## config.mk

```make
export PLATFORM = sky130hd
export DESIGN_NAME = sram_array_ctrl
export DESIGN_NICKNAME = d
export VERILOG_FILES = /design/src/rtl/sram_array_ctrl.sv
export SDC_FILE = /design/constraint.sdc
export NUM_CORES = 1
export LEC_CHECK = 0
export ABC_AREA = 1
export BUFFER_PORTS_ARGS = -buffer_cell sky130_fd_sc_hd__buf_4
export CORE_UTILIZATION = 35
export CTS_CLUSTER_SIZE = 8
export DETAILED_ROUTE_END_ITERATION = 6
export GPL_TIMING_DRIVEN = 0
export PLACE_DENSITY_LB_ADDON = 0.15
export SYNTH_ARGS = -nofsm -noshare
export SYNTH_HDL_FRONTEND = slang
export SYNTH_SLANG_ARGS = --single-unit
```

## constraint.sdc

```tcl
create_clock -name clk -period 1.52 [get_ports clk]
set_input_delay 0 -clock clk [delete_from_list [all_inputs] [get_ports clk]]
set_output_delay 0 -clock clk [all_outputs]
set_load 0.02 [all_outputs]
```

## src/rtl/sram_array_ctrl.sv

```systemverilog
//------------------------------------------------------------------------------
// sram_array_ctrl: sequences precharge / wordline / bitline phases for one
// SRAM row access.  Revision: 1.0
//------------------------------------------------------------------------------
`default_nettype none
`timescale 1ns/1ps

module sram_array_ctrl #(
  parameter int ROWS   = 16,
  parameter int ADDR_W = 4,
  parameter int WIDTH  = 8
) (
  input  logic              clk,
  input  logic              rst_n,
  input  logic              req_valid,
  output logic              req_ready,
  input  logic              req_we,
  input  logic [ADDR_W-1:0] req_addr,
  input  logic [WIDTH-1:0]  req_wdata,
  output logic              rsp_valid,
  output logic [WIDTH-1:0]  rsp_rdata,
  output logic              rsp_err,
  output logic [ROWS-1:0]   wl,
  output logic [WIDTH-1:0]  bl,
  output logic [WIDTH-1:0]  blb,
  output logic              precharge,
  input  logic [WIDTH-1:0]  sense_in
);

  localparam logic [ADDR_W:0] ROWS_LIM = ROWS[ADDR_W:0];

  typedef enum logic [2:0] {
    IDLE    = 3'd0,
    PRE     = 3'd1,
    WRITE   = 3'd2,
    READ    = 3'd3,
    RECOVER = 3'd4,
    SENSE   = 3'd5
  } state_t;

  state_t             state;
  state_t             state_nx;
  logic               lat_we;
  logic [ADDR_W-1:0]  lat_addr;
  logic [WIDTH-1:0]   lat_wdata;
  logic               in_range;
  logic [ROWS-1:0]    row_sel;
  logic [ROWS-1:0]    wl_nx;
  logic [WIDTH-1:0]   bl_nx;
  logic [WIDTH-1:0]   blb_nx;
  logic               pre_nx;
  logic               vld_nx;
  logic               err_nx;
  logic               accept;

  assign accept   = (state == IDLE) && req_valid && req_ready;
  assign in_range = ({1'b0, lat_addr} < ROWS_LIM);

  // An out-of-range address matches no row, so row_sel stays all-zero.
  always_comb begin
    row_sel = '0;
    for (int r = 0; r < ROWS; r++) begin
      if (lat_addr == r[ADDR_W-1:0]) row_sel[r] = 1'b1;
    end
  end

  always_comb begin
    state_nx = state;
    wl_nx    = '0;
    bl_nx    = '1;
    blb_nx   = '1;
    pre_nx   = 1'b0;
    vld_nx   = 1'b0;
    err_nx   = 1'b0;

    case (state)
      IDLE:    if (accept) state_nx = PRE;
      PRE:     state_nx = lat_we ? WRITE : READ;
      WRITE:   state_nx = RECOVER;
      READ:    state_nx = SENSE;
      RECOVER: state_nx = IDLE;
      SENSE:   state_nx = IDLE;
      default: state_nx = IDLE;
    endcase

    // Array-side outputs are registered from the next state so each phase's
    // drive appears cleanly for exactly the cycle that state is held.
    case (state_nx)
      PRE:   pre_nx = 1'b1;
      WRITE: begin
        wl_nx  = row_sel;
        bl_nx  = lat_wdata;
        blb_nx = ~lat_wdata;
      end
      READ:  wl_nx = row_sel;
      RECOVER, SENSE: begin
        vld_nx = 1'b1;
        err_nx = ~in_range;
      end
      default: ;
    endcase
  end

  always_ff @(posedge clk or negedge rst_n) begin
    if (!rst_n) begin
      state     <= IDLE;
      req_ready <= 1'b0;
      lat_we    <= 1'b0;
      lat_addr  <= '0;
      lat_wdata <= '0;
      wl        <= '0;
      bl        <= '1;
      blb       <= '1;
      precharge <= 1'b0;
      rsp_valid <= 1'b0;
      rsp_err   <= 1'b0;
      rsp_rdata <= '0;
    end else begin
      state     <= state_nx;
      req_ready <= (state_nx == IDLE);
      wl        <= wl_nx;
      bl        <= bl_nx;
      blb       <= blb_nx;
      precharge <= pre_nx;
      rsp_valid <= vld_nx;
      rsp_err   <= err_nx;
      if (accept) begin
        lat_we    <= req_we;
        lat_addr  <= req_addr;
        lat_wdata <= req_wdata;
      end
      if (state == READ) rsp_rdata <= in_range ? sense_in : '0;
    end
  end

endmodule

`default_nettype wire

```

# After elaboration in Yosys (flattened, before gate mapping)
# Cells that the tools add are included.
totals:
  ff_bits: 59
  out_inout_bits: 44
  input_bits: 24
classes:
  n_eq_ne: 23
  n_reduce_logical: 7
  mux: 24
  n_bitwise: 1
op_table:
  columns: ["op", "count"]
  rows:
  - ["== test 4 bit, second input constant", 8]
  - ["two-way mux 1 bit", 19]
  - ["== test 4 x 3 -> 1 bit, second input constant", 4]
  - ["two-way mux 16 bit", 1]
  - ["two-way mux 8 bit", 2]
  - ["== test 3 x 2 -> 1 bit, second input constant", 4]
  - ["one-hot mux 3 bit (4 select lines)", 1]
  - ["== test 4 x 2 -> 1 bit, second input constant", 2]
  - ["inverter 8 bit", 1]
  - ["== test 3 x 1 -> 1 bit, second input constant", 2]
  - ["== test 3 bit, second input constant", 2]
  - ["logical NOT 3 bit", 2]
  - ["== test 4 x 1 -> 1 bit, second input constant", 1]
  - ["logical NOT 4 bit", 1]
  - ["OR reduction 2 bit", 2]
  - ["two-way mux 3 bit", 1]
  - ["logical AND 1 bit", 2]

# Depth between registers and ports, before layout
# Gate-level depths: netlist (run 1).
depth:
  depth_word: 8
  depth_mapped: 6
  ltp_nobuf: 5

# Least setup slack after synthesis (run 1)
# Ideal clock, no wire load.
synth_timing:
  path_kind: "flip-flop to flip-flop"
  start: "register req_ready"
  end: "register lat_addr[1]"
  setup_time_ps: 117
  arrival_time_ps: 979
  stages_incl_launch_ff: 7
  setup_slack_ps: 424
  path_buffers: 1
  cell_sequence: "dfrtp_1 -> nand2_1 -> inv_1 -> nand3_2 -> buf_6 -> nand2_1 -> nand2_1"
synth_via:
  elab_chain_len: 1
synth_lines:
  columns: ["item", "line", "text"]
  rows:
  - ["start, declared", "16", "output logic req_ready,"]
  - ["start signal, assigned", "120", "req_ready <= (state_nx == IDLE);"]
  - ["logical AND 1 bit", "56", "assign accept = (state == IDLE) && req_valid && req_ready;"]
  - ["end signal, assigned", "129", "lat_addr <= req_addr;"]
  - ["end, declared", "44", "logic [ADDR_W-1:0] lat_addr;"]
# Every way passes these cells.
# A chain may end at the register's enable or synchronous reset.

# Worst setup path after layout (run 1)
layout_timing:
  start: "register state[0]"
  end: "register lat_addr[2]"
layout_via:
  elab_chain_len: 3
layout_lines:
  columns: ["item", "line", "text"]
  rows:
  - ["start, declared", "41", "state_t state;"]
  - ["start signal, assigned", "119", "state <= state_nx;"]
  - ["logical NOT 3 bit", "56", null]
  - ["logical AND 1 bit (2 in series)", "56", null]
# Every way passes these cells.

==> impl_metrics.json, run 1 <==
{
  "yosysMostFrequentCell": "nand2_1",
  "drive_gt1_share_pct": 37.3,
  "synth_nets": 231,
  "gp_congestion": 0.738,
  "utilization_pct": 53.8,
  "ys.flop_type": "dfrtp_1",
  "worstSetupStartpointType": "register",
  "leakage_nw": 1.64,
  "grt_setup_unrepaired": "false",
  "clock_path_buffers": 2,
  "cts_hold_buf": 22,
  "post_cts_buffers": 0,
  "cap_violations": 0,
  "synth-seq-cells": 59,
  "dp.cells": 348,
  "clk_pin_slew_worst_paths_ns": 0.06,
  "grt.overflow.total": 0,
  "die_h_um": 80.7,
  "end_kind": "register",
  "yosysUniqueCellTypes": 17,
  "yosys-top-cells-count": "69 x nand2_1, 43 x dfrtp_1, 18 x nor2_1",
  "status": "completed",
  "hold_path_class": "in -> reg",
  "fin_crit_ns": 1.28,
  "drc_errors": 0,
  "insertion_delay_ns": 0.33,
  "crit_top_cell": "nand2_1",
  "die_width_um": 80.7,
  "avgViaCountPerCell": 4.34,
  "synthCells": 207,
  "grt_usage_pct": 15.9,
  "worstMarginPinSlew_ns": 0.718,
  "synth_area_leaders": "dfrtp_1 50%, dfstp_2 19%, nand2_1 12%",
  "synth_edf_count": 0,
  "ys_async_sr_fraction_pct": 100,
  "critPathBufInv": 1,
  "hold_viol_final": 0,
  "yosysTopAreaCell": "dfrtp_1",
  "tns_ns": 0,
  "powerDensity_nw_per_um2": 1830,
  "netlist_area_sq_um": 2170,
  "dp_hpwl_um": 2970,
  "antenna_found_initial": 0,
  "cts_max_level": 3,
  "fin_crit_sh_pct": 84.2,
  "fin_cells": 386,
  "cts_tree": "done",
  "root_buffer": "clkbuf_8",
  "rows": 28,
  "dieArea_sq_um": 6520,
  "totalWireLength_um": 4670,
  "crit_type": "reg -> reg",
  "cp.arrival_ns": 1.50,
  "clkSinkCount": 59,
  "io_buffer_count": 66,
  "fin_skew_ns": 0.00935,
  "synthToLayoutAreaGrowth_pct": 47.8,
  "start_util_pct": 36.4,
  "core_area_sq_um": 5960,
  "routedWlPerCell_um": 12.1,
  "drtAntennaViolNets": 0,
  "slowest_stage": "dfrtp_1",
  "antenna_cells": 0,
  "io_pins": 68,
  "ys_warn_count": 0,
  "seq_area_frac_synth_pct": 69.0,
  "slew_headroom_pct": 52.1,
  "peakVddDrop_mv": 0.727,
  "cts.repair.resized": 0,
  "power_mw": 5.87,
  "grt_pass1_wl_um": 7490,
  "max_freq_ghz": 0.781,
  "crit_required_ns": 1.74,
  "final-max-slew-violation-count": 0,
  "setup_viol": 0,
  "syn_area_per_cell_sq_um": 10.5,
  "vias": 1675,
  "grt_max_degree": 60,
  "worstPathCellList": "nor2_2 > nand3_2 > buf_6 > nand2_1 > nand2_1",
  "synth_top_area_share_pct": 49.6,
  "cp_max_fo": 10,
  "first_iter_violations": 102,
  "grt_pass1_vias": 1582,
  "critPathTopFamily": "simple AND/OR/NAND/NOR gates",
  "critPathMaxStageDelay_ns": 0.40,
  "first_pass_iters": 4,
  "nNetsFinal": 330,
  "cts_buffers": 9
}
[worst reg2reg max path: cells and delay by family (launching register included)]
family	cells	cell delay, ns
DFF	1	0.40
buffers and inverters	1	0.20
and+or+nand+nor	4	0.57
[logic make-up (layout without fill, tap and decap cells)]
| family | Yosys count | in the layout | share of synthesized area (%) |
|---|---|---|---|
| flops | 59 | 59 | 69.0 |
| other cells | 1 | 1 | 0.173 |
| simple gates | 121 | 121 | 24.8 |
| buf+inv | 26 | 130 | 6.06 |
[cells in the final DEF (no fill, tap or decap)]
cell           Yosys  layout
buf_2              3       3
buf_4              2      68
buf_6              3       3
bufinv_16          0       2
clkbuf_8           0      11
clkinv_2           0       3
conb_1             1       1
dfrtp_1           43      43
dfstp_2           16      16
dlygate4sd3_1      0      22
inv_1             16      16
inv_2              2       2
nand2_1           69      69
nand2_2            4       4
nand3_1            8       8
nand3_2            1       1
nand4_1           14      14
nor2_1            18      18
nor2_2             2       2
nor3_1             4       4
nor3_4             1       1
[sequential cells by signal, summed over array words and instances (netlist names), 3 cells and up]
name / cells
bl: 8
blb: 8
lat_addr: 4
lat_wdata: 8
rsp_rdata: 8
state: 3
wl: 16
[metal layers]
layer	track usage [%]	vias to the layer above	wire, um
li1	-	847	-
met1	20.3	779	2090
met2	24.2	42	2240
met3	5.28	7	253
met4	8.04	0	86
met5	0	-	0
[per-stage QoR]
| step | setup WS [ns] | hold slack [ns] | cell area (sq um) |
|---|---|---|---|
| 3_3_place_gp | 0.281 | 0.107 | 2760 |
| 4_1_cts | 0.259 | 0.0622 | 3210 |
| 5_1_grt | 0.147 | 0.101 | 3210 |
| 3_5_place_dp | 0.274 | 0.110 | 2760 |
| 2_1_floorplan | 0.424 | -0.296 | 2170 |
| 6_report | 0.240 | 0.0702 | 3210 |
[where the power goes]
part / total [mW] / switching (mW) / internal (mW)
clock network: 1.60 / 0.595 / 1.00
registers: 2.33 / 0.275 / 2.05
logic: 1.95 / 1.21 / 0.735
[cell type report]
class / instances / area, sq um
fill: 559 / 2750
sequential: 59 / 1500
timing repair buffer: 88 / 716
multi-input combinational: 122 / 542
clock buffer: 11 / 151
tap: 75 / 93.8
clock inverter: 5 / 75.1
inverter: 18 / 67.6
buffer: 8 / 63.8
[worst paths after layout]
kind / start / slack, ns / cells after the start / to
min in group asynchronous: rst_n / 0.26 / 2 / wl[7]
worst min-delay path: req_valid / 0.07 / 5 / lat_we
worst max-delay path: state[0] / 0.24 / 5 / lat_addr[2]
worst min register to register: lat_wdata[2] / 0.41 / 1 / blb[2]
worst max register to register: state[0] / 0.24 / 5 / lat_addr[2]
max in group asynchronous: rst_n / 0.77 / 2 / req_ready
Power figures use the tool's default switching activity.
==> run 2: changes to the inputs <==
==> constraint.sdc (replaced) <==
create_clock -name clk -period 1.1 [get_ports clk]
set_input_delay 0 -clock clk [delete_from_list [all_inputs] [get_ports clk]]
set_output_delay 0 -clock clk [all_outputs]
set_load 0.02 [all_outputs]
==> impl_metrics.json, run 2 (synthesis gave the netlist of run 1 again) <==
{
  "hold_path_class": "in -> reg",
  "antenna_cells": 0,
  "cap_violations": 0,
  "setup_ws_ns": -0.0302,
  "largest_reg_flops": 16,
  "clk_pin_slew_worst_paths_ns": 0.06,
  "top_layer": "met4",
  "drtAntennaViolNets": 0,
  "status": "finished with violations",
  "worstMarginPinSlew_ns": 0.720,
  "largest-register": "wl",
  "fin_crit_ns": 1.13,
  "wl_met2_um": 2390,
  "rows": 28,
  "met1Wirelength_um": 2210,
  "die_width_um": 80.7,
  "fin_crit_sh_pct": 103,
  "first_pass_iters": 4,
  "antenna_found_initial": 0,
  "core_area_sq_um": 5960,
  "layout_common_cells": "79 x buf_4, 50 x nand2_1, 41 x dfrtp_1",
  "tns_ns": -0.244,
  "grt_pass1_wl_um": 7690,
  "violations": "negative setup slack",
  "die_h_um": 80.7,
  "worstSetupStartpointType": "register",
  "cts_buffers": 9,
  "leakage_nw": 1.72,
  "cp_max_fo": 5,
  "slew_headroom_pct": 52.0,
  "totalWireLength_um": 4950,
  "first_iter_violations": 99,
  "peakVddDrop_mv": 1.06,
  "final-max-slew-violation-count": 0,
  "cts_tree": "done",
  "post-place-ws_ns": -0.146,
  "setup_viol": 15,
  "gp_congestion": 0.738,
  "max_freq_ghz": 0.885,
  "grt_max_degree": 60,
  "clkSinkCount": 59,
  "power_mw": 8.73,
  "drc_errors": 0,
  "clock_path_buffers": 2,
  "grt_usage_pct": 16.4,
  "layout_commonest_cell": "buf_4",
  "crit_required_ns": 1.32,
  "powerDensity_nw_per_um2": 2550,
  "hold_viol_final": 0,
  "cp.arrival_ns": 1.35,
  "grt.overflow.total": 0,
  "met3_wirelength_um": 268,
  "avgViaCountPerCell": 4.39,
  "routedWlPerCell_um": 12.4,
  "utilization_pct": 57.4,
  "crit_type": "reg -> reg",
  "synthToLayoutAreaGrowth_pct": 57.5,
  "grt_pass1_vias": 1633,
  "end_kind": "register",
  "insertion_delay_ns": 0.33,
  "nNetsFinal": 342,
  "io_buffer_count": 66,
  "dp_hpwl_um": 2970,
  "io_pins": 68,
  "dieArea_sq_um": 6520,
  "fin_skew_ns": 0.0105,
  "cts_max_level": 3,
  "drive_gt1_share_pct": 48.6,
  "vias": 1746,
  "root_buffer": "clkbuf_8",
  "start_util_pct": 36.4,
  "grt_setup_unrepaired": "true"
}
-- run 2: cell count changes in the layout (fill, tap and decap cells not counted), sizes merged --
cell | previous run | this run
buf | 74 | 84
clkbuf | 11 | 13
-- run 2: cell type report --
cell class                      instances  area, sq um
Fill cell                             525         2540
Sequential cell                        59         1500
Timing Repair Buffer                  100          831
Multi-Input combinational cell        122          622
Clock buffer                           11          151
Tap cell                               75         93.8
Clock inverter                          5         75.1
Buffer                                  8         75.1
Inverter                               18         70.1
-- run 2: final timing paths --
check | end | slack (ns) | cells past startpoint | startpoint
setup / recovery | lat_wdata[3] | -0.03 | 5 | state[1]
hold / removal | lat_we | 0.06 | 5 | req_valid
setup reg to reg | lat_wdata[3] | -0.03 | 5 | state[1]
hold reg to reg | blb[2] | 0.41 | 1 | lat_wdata[2]
max in group asynchronous | state[1] | 0.30 | 2 | rst_n
min in group asynchronous | wl[7] | 0.25 | 2 | rst_n
-- run 2: critical path, cell delays in order, from the launching register on --
cell and delay, ns:
dfrtp_2 0.44, nor2_4 0.17, nand3_4 0.13, clkbuf_16 0.19, nand2_2 0.05, nand2_1 0.04
-- run 2: power breakdown --
group	internal, mW	switching, mW	leakage, nW
registers	2.84	0.439	0.725
clock network	1.39	0.818	0.119
logic	1.37	1.87	0.874
-- run 2: metrics by stage --
step,instance area [sq um],hold WS [ns],std cells
5_1_grt,3420,0.0840,398
2_1_floorplan,2170,-0.296,207
4_1_cts,3290,0.0889,394
3_5_place_dp,2760,0.110,348
6_report,3420,0.0642,398
3_3_place_gp,2760,0.107,348
-- run 2: per-layer routing --
| metal | vias to the layer above | GRT usage [%] |
|---|---|---|
| met3 | 7 | 5.28 |
| li1 | 870 | - |
| met4 | 0 | 8.04 |
| met5 | - | 0 |
| met1 | 819 | 20.3 |
| met2 | 50 | 25.8 |
-- run 2: timing repair --
item | CTS | global route
setup buffers | 8 | 2
gates cloned | 0 | 2
pin swaps | 4 | 3
endpoints found under the setup margin | 47 | 47
hold buffers | 22 | 0
hold endpoints to repair | 64 | 0
gates resized for setup | 9 | 33
==> run 3: changes to the inputs <==
--- a/config.mk
+++ b/config.mk
@@ -7,10 +7,10 @@
 export LEC_CHECK = 0
 export ABC_AREA = 1
 export BUFFER_PORTS_ARGS = -buffer_cell sky130_fd_sc_hd__buf_4
+export CORE_MARGIN = 3
 export CORE_UTILIZATION = 35
 export CTS_CLUSTER_SIZE = 8
 export DETAILED_ROUTE_END_ITERATION = 6
-export GPL_TIMING_DRIVEN = 0
 export PLACE_DENSITY_LB_ADDON = 0.15
 export SYNTH_ARGS = -nofsm -noshare
 export SYNTH_HDL_FRONTEND = slang
==> constraint.sdc (replaced) <==
create_clock -name clk -period 1.25 [get_ports clk]
set_input_delay 0 -clock clk [delete_from_list [all_inputs] [get_ports clk]]
set_output_delay 0 -clock clk [all_outputs]
set_load 0.02 [all_outputs]
==> impl_metrics.json, run 3 (synthesis gave the netlist of run 1 again) <==
{
  "post-place-ws_ns": 0.0442,
  "dp_hpwl_um": 3250,
  "utilization_pct": 53.3,
  "first_iter_violations": 85,
  "cts_tree": "done",
  "totalWireLength_um": 4860,
  "drtAntennaViolNets": 0,
  "r2r-end": "lat_wdata[7]",
  "reg2reg_setup_slack_ns": 0.1,
  "worstSetupStartpointType": "register",
  "rr_startpoint": "state[1]",
  "power_mw": 6.77,
  "fin_crit_ns": 1.15,
  "avgViaCountPerCell": 4.41,
  "root_buffer": "clkbuf_8",
  "die_h_um": 84.7,
  "fin_crit_sh_pct": 92.1,
  "rows": 28,
  "cap_violations": 0,
  "layout_commonest_cell": "buf_4",
  "powerDensity_nw_per_um2": 2130,
  "fin_area_sq_um": 3180,
  "end_kind": "register",
  "largest_reg_flops": 16,
  "grt_pass1_wl_um": 8310,
  "core_area_sq_um": 5960,
  "grt_usage_pct": 15.2,
  "hold_viol_final": 0,
  "tns_ns": 0,
  "final-max-slew-violation-count": 0,
  "gp_congestion": 0.755,
  "setup_ws_ns": 0.0990,
  "io_pins": 68,
  "antenna_cells": 0,
  "grt_setup_unrepaired": "false",
  "layout_common_cells": "73 x buf_4, 68 x nand2_1, 42 x dfrtp_1",
  "reg2regPathDepth": 4,
  "post_cts_buffers": 0,
  "antenna_found_initial": 0,
  "vias": 1702,
  "grt_max_degree": 26,
  "crit_type": "reg -> reg",
  "die_width_um": 84.7,
  "routedWlPerCell_um": 12.6,
  "cp.arrival_ns": 1.42,
  "drive_gt1_share_pct": 37.3,
  "largest-register": "wl",
  "synthToLayoutAreaGrowth_pct": 46.4,
  "crit_required_ns": 1.52,
  "cp_max_fo": 14,
  "drc_errors": 0,
  "first_pass_iters": 4,
  "grt_pass1_vias": 1737,
  "clk_pin_slew_worst_paths_ns": 0.06,
  "start_util_pct": 36.4,
  "hold_path_class": "in -> async",
  "clock_path_buffers": 2,
  "placed_area_sq_um": 2770,
  "status": "completed",
  "max_freq_ghz": 0.869,
  "grt.overflow.total": 0,
  "io_buffer_count": 66,
  "clkSinkCount": 59,
  "dieArea_sq_um": 7180,
  "cts_buffers": 9,
  "nNetsFinal": 330,
  "cts_max_level": 3,
  "peakVddDrop_mv": 1.15,
  "insertion_delay_ns": 0.33,
  "setup_viol": 0,
  "fin_skew_ns": 0.00691,
  "leakage_nw": 1.61
}
==> run 3: worst max-delay path by stage <==
stage	start	to	slack, ns	depth (start not counted)
detailed placement	state[1]	req_ready	0.04	4
global placement	state[2]	wl[2]	0.05	4
finish	state[1]	lat_wdata[7]	0.1	4
CTS	state[1]	req_ready	0.03	4
global route	state[1]	lat_we	0.02	4
floorplan	req_ready	lat_addr[1]	0.15	6
==> run 3: layout make-up <==
| class | count | area (sq um) |
|---|---|---|
| fill | 563 | 2780 |
| sequential | 59 | 1500 |
| timing repair buffer | 96 | 788 |
| multi-input combinational | 122 | 557 |
| clock buffer | 14 | 163 |
| clock inverter | 2 | 10.0 |
| tap | 75 | 93.8 |
| inverter | 18 | 67.6 |
==> run 3: metal layers <==
metal | up-vias | wire length (um) | track usage, % | share of wire (%)
li1 | 845 | - | - | -
met1 | 798 | 2150 | 19.0 | 44
met2 | 46 | 2290 | 23.3 | 47
met3 | 13 | 266 | 4.42 | 5.5
met4 | 0 | 153 | 9.35 | 3.2
met5 | - | 0 | 0 | 0
==> run 3: timing repair <==
action                     CTS  global route
hold buffers                22             0
setup endpoints to repair    0            27
resized for setup            0             5
hold endpoints to repair    67             0
==> run 3: power by group <==
group          internal [mW]  switching (mW)  leakage [nW]
sequential              2.50           0.385         0.727
combinational          0.910            1.47         0.794
clock                  0.823           0.685        0.0905
total                   4.23            2.54          1.61
==> run 3: through the flow <==
stage	std cells	hold slack [ns]
2_1_floorplan	207	-0.296
3_3_place_gp	348	-0.0981
3_5_place_dp	348	-0.100
4_1_cts	386	0.0934
5_1_grt	386	0.106
6_report	386	0.0944
==> run 3: critical path, stage by stage, from the launching register on <==
cell and delay, ns:
dfrtp_1 0.47, nor2_2 0.19, buf_4 0.23, nand4_1 0.12
nand2_1 0.08
